==> src/rtl/regfile_wb_scheduler_if.sv <==
// Bundle of the issue, writeback-source and register-file write signals
// handled by regfile_wb_scheduler.
//   iss_*  : issuing instruction (valid, rs1, rs2, rd, long) and its stall
//   alu_*  : single-cycle ALU result (valid, rd, data), never back-pressured
//   lsu_*  : LSU result with ready/valid handshake
//   wb_*   : registered register-file write port (en, rd, data)
// master drives the sources and the issue request; slave is the scheduler.
interface regfile_wb_scheduler_if #(
  parameter int unsigned WORD_SIZE = 32
);
  logic                 iss_valid;
  logic [4:0]           iss_rs1;
  logic [4:0]           iss_rs2;
  logic [4:0]           iss_rd;
  logic                 iss_long;
  logic                 iss_stall;

  logic                 alu_valid;
  logic [4:0]           alu_rd;
  logic [WORD_SIZE-1:0] alu_data;

  logic                 lsu_valid;
  logic [4:0]           lsu_rd;
  logic [WORD_SIZE-1:0] lsu_data;
  logic                 lsu_ready;

  logic                 wb_en;
  logic [4:0]           wb_rd;
  logic [WORD_SIZE-1:0] wb_data;

  modport master (
    output iss_valid, iss_rs1, iss_rs2, iss_rd, iss_long,
    input  iss_stall,
    output alu_valid, alu_rd, alu_data,
    output lsu_valid, lsu_rd, lsu_data,
    input  lsu_ready,
    input  wb_en, wb_rd, wb_data
  );

  modport slave (
    input  iss_valid, iss_rs1, iss_rs2, iss_rd, iss_long,
    output iss_stall,
    input  alu_valid, alu_rd, alu_data,
    input  lsu_valid, lsu_rd, lsu_data,
    output lsu_ready,
    output wb_en, wb_rd, wb_data
  );
endinterface

==> src/rtl/regfile_wb_scheduler.sv <==
// Arbitrates the single register-file write port between the ALU result path
// (no back-pressure, parked in a one-entry hold buffer when it loses) and the
// LSU (ready/valid). Tracks destinations of in-flight long-latency ops in a
// busy scoreboard and stalls issue on RAW/WAW hazards.
// Ports:
//   clk  : clock
//   rst  : asynchronous, active-low reset
//   bus  : regfile_wb_scheduler_if.slave (issue, ALU, LSU and wb_* signals)
module regfile_wb_scheduler #(
  parameter int unsigned WORD_SIZE    = 32,
  parameter int unsigned STARVE_LIMIT = 3
) (
  input  logic                      clk,
  input  logic                      rst,
  regfile_wb_scheduler_if.slave     bus
);

  localparam logic [3:0] LIMIT = 4'(STARVE_LIMIT);

  typedef enum logic [1:0] {
    SRC_NONE,
    SRC_HOLD,
    SRC_LSU,
    SRC_ALU
  } src_e;

  logic [31:0]          busy;
  logic [31:0]          busy_next;
  logic                 hold_valid;
  logic [4:0]           hold_rd;
  logic [WORD_SIZE-1:0] hold_data;
  logic [3:0]           starve_cnt;

  logic                 wb_en_q;
  logic [4:0]           wb_rd_q;
  logic [WORD_SIZE-1:0] wb_data_q;
  logic                 wb_src_lsu;

  logic                 starve_hit;
  logic                 lsu_ready;
  logic                 lsu_fire;
  logic                 alu_to_hold;
  logic                 iss_stall;
  logic                 issue_set;
  src_e                 src;
  logic [4:0]           win_rd;
  logic [WORD_SIZE-1:0] win_data;

  // A starved LSU only preempts while it is actually presenting a result.
  assign starve_hit = (starve_cnt == LIMIT) && bus.lsu_valid;

  // The LSU is accepted when nothing held is draining and either it is
  // starved or the ALU is idle this cycle.
  assign lsu_ready = !hold_valid && (starve_hit || !bus.alu_valid);
  assign lsu_fire  = bus.lsu_valid && lsu_ready;

  // An ALU result that loses the port (to the hold buffer draining, or to a
  // starved LSU) is parked; lsu_fire with alu_valid only happens when starved.
  assign alu_to_hold = bus.alu_valid && (hold_valid || lsu_fire);

  always_comb begin
    src      = SRC_NONE;
    win_rd   = '0;
    win_data = '0;
    if (hold_valid) begin
      src      = SRC_HOLD;
      win_rd   = hold_rd;
      win_data = hold_data;
    end else if (lsu_fire) begin
      src      = SRC_LSU;
      win_rd   = bus.lsu_rd;
      win_data = bus.lsu_data;
    end else if (bus.alu_valid) begin
      src      = SRC_ALU;
      win_rd   = bus.alu_rd;
      win_data = bus.alu_data;
    end
  end

  assign iss_stall = bus.iss_valid &&
                     (busy[bus.iss_rs1] || busy[bus.iss_rs2] || busy[bus.iss_rd] ||
                      hold_valid || starve_hit);

  assign issue_set = bus.iss_valid && !iss_stall && bus.iss_long && (bus.iss_rd != 5'd0);

  // Clear is applied before set; the WAW stall guarantees they never target
  // the same register in one cycle.
  always_comb begin
    busy_next = busy;
    if (wb_en_q && wb_src_lsu) begin
      busy_next[wb_rd_q] = 1'b0;
    end
    if (issue_set) begin
      busy_next[bus.iss_rd] = 1'b1;
    end
    busy_next[0] = 1'b0;
  end

  always_ff @(posedge clk or negedge rst) begin
    if (!rst) begin
      busy       <= '0;
      hold_valid <= 1'b0;
      hold_rd    <= '0;
      hold_data  <= '0;
      starve_cnt <= '0;
      wb_en_q    <= 1'b0;
      wb_rd_q    <= '0;
      wb_data_q  <= '0;
      wb_src_lsu <= 1'b0;
    end else begin
      busy <= busy_next;

      // A winner aimed at x0 still consumes the slot but never writes.
      wb_en_q    <= (src != SRC_NONE) && (win_rd != 5'd0);
      wb_src_lsu <= (src == SRC_LSU);
      if (src != SRC_NONE) begin
        wb_rd_q   <= win_rd;
        wb_data_q <= win_data;
      end

      hold_valid <= alu_to_hold;
      if (alu_to_hold) begin
        hold_rd   <= bus.alu_rd;
        hold_data <= bus.alu_data;
      end

      if (!bus.lsu_valid || lsu_fire) begin
        starve_cnt <= '0;
      end else if (starve_cnt != LIMIT) begin
        starve_cnt <= starve_cnt + 4'd1;
      end
    end
  end

  assign bus.iss_stall = iss_stall;
  assign bus.lsu_ready = lsu_ready;
  assign bus.wb_en     = wb_en_q;
  assign bus.wb_rd     = wb_rd_q;
  assign bus.wb_data   = wb_data_q;

endmodule

==> src/flat_wrapper.sv <==
// flat-port wrapper written by rule: the top's interface ports become plain ports
module regfile_wb_scheduler_flat 
#(
  parameter int unsigned WORD_SIZE    = 32,
  parameter int unsigned STARVE_LIMIT = 3
)
  (clk, rst, bus_iss_valid, bus_iss_rs1, bus_iss_rs2, bus_iss_rd, bus_iss_long, bus_iss_stall, bus_alu_valid, bus_alu_rd, bus_alu_data, bus_lsu_valid, bus_lsu_rd, bus_lsu_data, bus_lsu_ready, bus_wb_en, bus_wb_rd, bus_wb_data);
  regfile_wb_scheduler_if #(.WORD_SIZE(WORD_SIZE)) bus_i ();
  input  logic clk;
  input  logic rst;
  input wire logic [$bits(bus_i.iss_valid)-1:0] bus_iss_valid;
  input wire logic [$bits(bus_i.iss_rs1)-1:0] bus_iss_rs1;
  input wire logic [$bits(bus_i.iss_rs2)-1:0] bus_iss_rs2;
  input wire logic [$bits(bus_i.iss_rd)-1:0] bus_iss_rd;
  input wire logic [$bits(bus_i.iss_long)-1:0] bus_iss_long;
  output wire logic [$bits(bus_i.iss_stall)-1:0] bus_iss_stall;
  input wire logic [$bits(bus_i.alu_valid)-1:0] bus_alu_valid;
  input wire logic [$bits(bus_i.alu_rd)-1:0] bus_alu_rd;
  input wire logic [$bits(bus_i.alu_data)-1:0] bus_alu_data;
  input wire logic [$bits(bus_i.lsu_valid)-1:0] bus_lsu_valid;
  input wire logic [$bits(bus_i.lsu_rd)-1:0] bus_lsu_rd;
  input wire logic [$bits(bus_i.lsu_data)-1:0] bus_lsu_data;
  output wire logic [$bits(bus_i.lsu_ready)-1:0] bus_lsu_ready;
  output wire logic [$bits(bus_i.wb_en)-1:0] bus_wb_en;
  output wire logic [$bits(bus_i.wb_rd)-1:0] bus_wb_rd;
  output wire logic [$bits(bus_i.wb_data)-1:0] bus_wb_data;
  assign bus_i.iss_valid = bus_iss_valid;
  assign bus_i.iss_rs1 = bus_iss_rs1;
  assign bus_i.iss_rs2 = bus_iss_rs2;
  assign bus_i.iss_rd = bus_iss_rd;
  assign bus_i.iss_long = bus_iss_long;
  assign bus_iss_stall = bus_i.iss_stall;
  assign bus_i.alu_valid = bus_alu_valid;
  assign bus_i.alu_rd = bus_alu_rd;
  assign bus_i.alu_data = bus_alu_data;
  assign bus_i.lsu_valid = bus_lsu_valid;
  assign bus_i.lsu_rd = bus_lsu_rd;
  assign bus_i.lsu_data = bus_lsu_data;
  assign bus_lsu_ready = bus_i.lsu_ready;
  assign bus_wb_en = bus_i.wb_en;
  assign bus_wb_rd = bus_i.wb_rd;
  assign bus_wb_data = bus_i.wb_data;
  regfile_wb_scheduler #(.WORD_SIZE(WORD_SIZE), .STARVE_LIMIT(STARVE_LIMIT)) u_core (.clk(clk), .rst(rst), .bus(bus_i));
endmodule
==> config.mk <==
export PLATFORM = sky130hd
export DESIGN_NAME = regfile_wb_scheduler_flat
export DESIGN_NICKNAME = d
export VERILOG_FILES = /design/src/rtl/regfile_wb_scheduler_if.sv /design/src/rtl/regfile_wb_scheduler.sv /design/src/flat_wrapper.sv
export SDC_FILE = /design/constraint.sdc
export NUM_CORES = 1
export LEC_CHECK = 0
export CAP_MARGIN = 20
export CORE_MARGIN = 1
export CORE_UTILIZATION = 51
export DETAILED_ROUTE_END_ITERATION = 8
export GPL_ROUTABILITY_DRIVEN = 0
export PLACE_DENSITY = 0.81
export SLEW_MARGIN = 20
export SYNTH_ARGS = -nofsm -noshare
export SYNTH_HDL_FRONTEND = slang
export SYNTH_SLANG_ARGS = --single-unit
export TNS_END_PERCENT = 1
==> constraint.sdc <==
create_clock -name clk -period 3.1 [get_ports clk]
set_input_delay 0.465 -clock clk [delete_from_list [all_inputs] [get_ports clk]]
set_output_delay 0.465 -clock clk [all_outputs]
set_load 0.005 [all_outputs]
==> flow_results.xml <==
<?xml version="1.0" encoding="UTF-8"?>
<metrics>
  <group name="setup_path">
    <metric name="timing.critical_path.slowest_stage_cell" unit="">sky130_fd_sc_hd__mux4_2</metric>
    <metric name="worstPathMaxFanout" unit="">4</metric>
    <metric name="critPathLaunch" unit="">u_core.busy[24]</metric>
    <metric name="setup.worst_path.end_class" unit="">primary output</metric>
    <metric name="crit_required" unit="ns">2.63</metric>
    <metric name="reg2reg_from" unit="">u_core.busy[24]</metric>
    <metric name="r2r.worst_path.cells" unit="">8</metric>
    <metric name="destination_of_the_critical_timing_path" unit="">bus_iss_stall</metric>
    <metric name="reg2reg_setup_slack" unit="ns">0.43</metric>
    <metric name="worst-setup-path-type" unit="">register to primary output</metric>
    <metric name="crit_path_start_kind" unit="">register</metric>
    <metric name="path_buf_inv" unit="">1</metric>
    <metric name="worst_r2r_endpoint" unit="">u_core.busy[18]</metric>
    <metric name="crit_family" unit="">simple AND/OR/NAND/NOR gates</metric>
    <metric name="worstPathCellList" unit="">mux4_2, nor2b_1, a2111oi_2, nand4_1, nand4b_4, and2_1, dlygate4sd2_1</metric>
    <metric name="worst-endpoint-arrival" unit="ns">2.52</metric>
    <metric name="peak_per_stage_delay_on_the_critical_path" unit="ns">0.47</metric>
    <metric name="critical_path_cell_count" unit="">7</metric>
  </group>
  <group name="synth">
    <metric name="mappedNetlistArea" unit="mm^2">0.005871</metric>
    <metric name="ys_async_sr_fraction" unit="">1.000</metric>
    <metric name="postSynthRegisterBits" unit="">112</metric>
    <metric name="synth_fp_nets" unit="">714</metric>
    <metric name="ys_warn_count" unit="">0</metric>
    <metric name="synth.lib_cells_used.distinct" unit="">55</metric>
    <metric name="ys_seq_area_frac" unit="">0.4774</metric>
    <metric name="synth_cells" unit="">618</metric>
    <metric name="synth_edf_count" unit="">0</metric>
    <metric name="avgSynthCellArea" unit="um^2">9.499</metric>
    <metric name="ys.flop_type" unit="">sky130_fd_sc_hd__dfrtp_1</metric>
  </group>
  <group name="global_routing">
    <metric name="grt_util_met1" unit="">0.4011</metric>
    <metric name="wire_length_of_the_first_global_routing_pass" unit="um">28590</metric>
    <metric name="track_usage" unit="">0.3190</metric>
    <metric name="grt_most_used_layer" unit="">met2</metric>
    <metric name="antenna_found_initial" unit="">0</metric>
    <metric name="met2_usage" unit="">0.5166</metric>
    <metric name="grt_pass1_vias" unit="">5622</metric>
    <metric name="grt_start_max_net_pins" unit="">48</metric>
    <metric name="grt_util_met3" unit="">0.09484</metric>
    <metric name="global_route.overflow_total" unit="">0</metric>
  </group>
  <group name="placement">
    <metric name="io_buffers" unit="">134</metric>
    <metric name="dpl_worst_slack" unit="ns">-0.3503</metric>
    <metric name="placed_instance_area" unit="mm^2">0.007482</metric>
    <metric name="dp_cells" unit="">884</metric>
    <metric name="place.detailed.hpwl" unit="um">12940</metric>
  </group>
  <group name="final_layout">
    <metric name="finalNetCount" unit="">859</metric>
    <metric name="final_util" unit="">0.7143</metric>
    <metric name="post-route-cell-area" unit="mm^2">0.007879</metric>
    <metric name="syn_to_layout_area_delta" unit="%">34.21</metric>
    <metric name="drive_above_1_share" unit="">0.1263</metric>
    <metric name="post_layout_nonfiller_instances" unit="">908</metric>
    <metric name="n_antenna_cell" unit="">0</metric>
  </group>
  <group name="pwr">
    <metric name="max-vdd-ir-drop" unit="mV">0.3265</metric>
    <metric name="power_frac_comb" unit="">0.240</metric>
    <metric name="pwr-share-clk" unit="">0.285</metric>
    <metric name="seqPwrFrac" unit="">0.476</metric>
    <metric name="netSwitchingPower" unit="mW">1.275</metric>
    <metric name="power.switching_fraction" unit="">0.3030</metric>
    <metric name="p_leak" unit="nW">3.377</metric>
    <metric name="cellInternalPower" unit="mW">2.932</metric>
    <metric name="cellPowerDensity" unit="mW/mm^2">533.9</metric>
  </group>
  <group name="timing">
    <metric name="timing_max_transition_violations_final" unit="">0</metric>
    <metric name="fin_crit_sh" unit="">0.9619</metric>
    <metric name="number_of_failing_hold_endpoints_at_the_final_stage" unit="">0</metric>
    <metric name="whs" unit="ns">0.1189</metric>
    <metric name="fin_crit" unit="ns">2.982</metric>
    <metric name="rsz_0062_raised_after_global_routing" unit="">no</metric>
    <metric name="worst_clock_skew" unit="ns">0.009645</metric>
    <metric name="setup_violators_final" unit="">0</metric>
    <metric name="postLayoutSetupSlackWorst" unit="ns">0.1182</metric>
    <metric name="max_slew.worst_pin.slew" unit="ns">0.6891</metric>
    <metric name="max_freq" unit="MHz">335.4</metric>
    <metric name="timing.max_slew.rel_slack" unit="">0.5399</metric>
  </group>
  <group name="clocking">
    <metric name="path_clk_slew" unit="ns">0.07</metric>
    <metric name="cts_buffers" unit="">9</metric>
    <metric name="clock-sinks" unit="">112</metric>
    <metric name="htree_levels" unit="">3</metric>
    <metric name="tritoncts" unit="">done</metric>
    <metric name="ctsHoldBuffers" unit="">0</metric>
    <metric name="clk-insertion-delay-late" unit="ns">0.35</metric>
    <metric name="clock_path_buffers" unit="">2</metric>
    <metric name="clock-root-buffer" unit="">sky130_fd_sc_hd__clkbuf_16</metric>
  </group>
  <group name="detailed_routing">
    <metric name="detail-route-antenna-nets" unit="">0</metric>
    <metric name="drt-wirelength-per-cell" unit="um">20.24</metric>
    <metric name="wl_final" unit="um">18380</metric>
    <metric name="detail_route.iter0.violations" unit="">497</metric>
    <metric name="post_drt_via_cell_ratio" unit="">6.250</metric>
    <metric name="drt-pass1-iter-count" unit="">6</metric>
    <metric name="routed-via-count" unit="">5675</metric>
    <metric name="drc" unit="">0</metric>
  </group>
  <group name="die">
    <metric name="ioPinCount" unit="">135</metric>
    <metric name="design.core.area" unit="mm^2">0.01103</metric>
    <metric name="die_area" unit="mm^2">0.01194</metric>
    <metric name="core.rowCount" unit="">38</metric>
    <metric name="fp.dieH" unit="um">109.3</metric>
    <metric name="initial_core_util" unit="">0.5322</metric>
    <metric name="floorplan.die.width" unit="um">109.3</metric>
  </group>
  <group name="status">
    <metric name="run_status" unit="">finished clean</metric>
  </group>
  <group name="job">
    <metric name="timing.max_cap.violations" unit="">0</metric>
  </group>
  <group name="hold_path">
    <metric name="hold_path_class" unit="">input port to asynchronous set/reset pin</metric>
  </group>
</metrics>
## final cells by class
cell class,instances,area (um^2)
repair buffers,181,1703
flip-flops and latches,112,2805
clock buffers,11,242.7
clock inverters,5,65.06
well taps,140,175.2
inverters,9,33.78
multi-input cells,450,2854
fillers,833,3152
## stage by stage
stage	setup TNS [ns]	total power [mW]
2_1_floorplan	0	2.431
3_3_place_gp	-0.3267	2.902
3_5_place_dp	-0.3503	2.959
4_1_cts	0	4.151
5_1_grt	0	4.382
6_report	0	4.207
## power by group through the flow
stage | clock network [mW] | logic [mW] | registers, mW
after CTS | 1.20 | 0.968 | 1.98
after global routing | 1.26 | 1.10 | 2.02
after detailed placement | 0 | 0.956 | 2.00
after global placement | 0 | 0.909 | 1.99
after floorplan | 0 | 0.551 | 1.88
final | 1.20 | 1.01 | 2.00
## cells in the final DEF, fill, tap and decap left out, types with 4 or more instances in the layout
| master | n |
|---|---|
| sky130_fd_sc_hd__nand2_1 | 156 |
| sky130_fd_sc_hd__clkdlybuf4s50_1 | 126 |
| sky130_fd_sc_hd__dfrtp_1 | 110 |
| sky130_fd_sc_hd__nor2_1 | 48 |
| sky130_fd_sc_hd__buf_4 | 46 |
| sky130_fd_sc_hd__a21oi_1 | 39 |
| sky130_fd_sc_hd__o21ai_0 | 36 |
| sky130_fd_sc_hd__a221oi_1 | 33 |
| sky130_fd_sc_hd__o31ai_1 | 25 |
| sky130_fd_sc_hd__mux2i_1 | 17 |
| sky130_fd_sc_hd__clkbuf_16 | 9 |
| sky130_fd_sc_hd__inv_1 | 8 |
| sky130_fd_sc_hd__nand3b_1 | 8 |
| sky130_fd_sc_hd__mux4_2 | 7 |
| sky130_fd_sc_hd__nand3_1 | 6 |
| sky130_fd_sc_hd__mux4_1 | 6 |
| sky130_fd_sc_hd__o31ai_2 | 6 |
| sky130_fd_sc_hd__nand4_1 | 5 |
| sky130_fd_sc_hd__nor2b_1 | 4 |
| sky130_fd_sc_hd__or3_1 | 4 |
| sky130_fd_sc_hd__a222oi_1 | 4 |
## kinds of logic (layout without fill, tap and decap cells)
group,Yosys count,count (layout),share of synthesized area
compound gates,161,161,0.1899
flops,112,112,0.4774
mux,34,34,0.09015
buf+inv,56,206,0.04497
fa+ha+maj,1,1,0.002131
simple gates,252,252,0.1925
xor+xnor,2,2,0.002984
## per-layer routing
| layer | part of all wire | routed length, um |
|---|---|---|
| met3 | 0.10 | 1885 |
| met4 | 0.035 | 644 |
| met2 | 0.49 | 8972 |
| met1 | 0.37 | 6873 |
| met5 | 0 | 0 |
## flip-flops by register name (all words and copies together), names as in the netlist
signal / count
u_core.bus.wb_rd: 5
u_core.hold_valid: 1
u_core.starve_cnt: 4
u_core.bus.wb_data: 32
u_core.wb_src_lsu: 1
u_core.busy: 31
u_core.hold_data: 32
u_core.bus.wb_en: 1
u_core.hold_rd: 5
## worst min path at each step
stage          cells after the start  slack, ns              start                     to
6_report                           1       0.12                rst         u_core.busy[1]
5_1_grt                            1       0.17                rst         u_core.busy[2]
4_1_cts                            1       0.14                rst         u_core.busy[1]
3_5_place_dp                       2       0.47  u_core.hold_rd[2]      u_core.hold_rd[2]
3_3_place_gp                       2       0.46  u_core.hold_rd[1]      u_core.hold_rd[1]
2_1_floorplan                      0       0.17                rst  u_core.bus.wb_data[0]
## synth_stat cells, types with 2 or more instances
library cell | instances | share of area
sky130_fd_sc_hd__nand2_1 | 156 | 0.10
sky130_fd_sc_hd__dfrtp_1 | 112 | 0.48
sky130_fd_sc_hd__nor2_1 | 48 | 0.031
sky130_fd_sc_hd__a21oi_1 | 39 | 0.033
sky130_fd_sc_hd__o21ai_0 | 37 | 0.032
sky130_fd_sc_hd__a221oi_1 | 34 | 0.051
sky130_fd_sc_hd__clkbuf_1 | 28 | 0.018
sky130_fd_sc_hd__o31ai_1 | 25 | 0.032
sky130_fd_sc_hd__mux2i_1 | 18 | 0.031
sky130_fd_sc_hd__inv_1 | 8 | 0.0051
sky130_fd_sc_hd__nand3b_1 | 8 | 0.010
sky130_fd_sc_hd__mux4_2 | 7 | 0.027
sky130_fd_sc_hd__buf_1 | 6 | 0.0038
sky130_fd_sc_hd__buf_2 | 6 | 0.0051
sky130_fd_sc_hd__buf_6 | 6 | 0.012
sky130_fd_sc_hd__mux4_1 | 6 | 0.027
sky130_fd_sc_hd__nand3_1 | 6 | 0.0051
sky130_fd_sc_hd__o31ai_2 | 6 | 0.013
sky130_fd_sc_hd__nand4_1 | 5 | 0.0053
sky130_fd_sc_hd__a222oi_1 | 4 | 0.0068
sky130_fd_sc_hd__nor2b_1 | 4 | 0.0043
sky130_fd_sc_hd__nor3_1 | 4 | 0.0034
sky130_fd_sc_hd__or3_1 | 4 | 0.0043
sky130_fd_sc_hd__mux2_2 | 3 | 0.0058
sky130_fd_sc_hd__nand4b_1 | 3 | 0.0045
sky130_fd_sc_hd__o2111ai_1 | 3 | 0.0045
sky130_fd_sc_hd__a22oi_1 | 2 | 0.0026
sky130_fd_sc_hd__a31oi_1 | 2 | 0.0021
sky130_fd_sc_hd__or3b_2 | 2 | 0.0030
## timing repair
item	CTS	global route
resized for setup	8	7
buffers inserted	2	6
pin swaps	3	2
endpoints found under the setup margin	1	1
endpoints found under the hold margin	0	0
No activity file was read; power rests on OpenSTA's default activity.
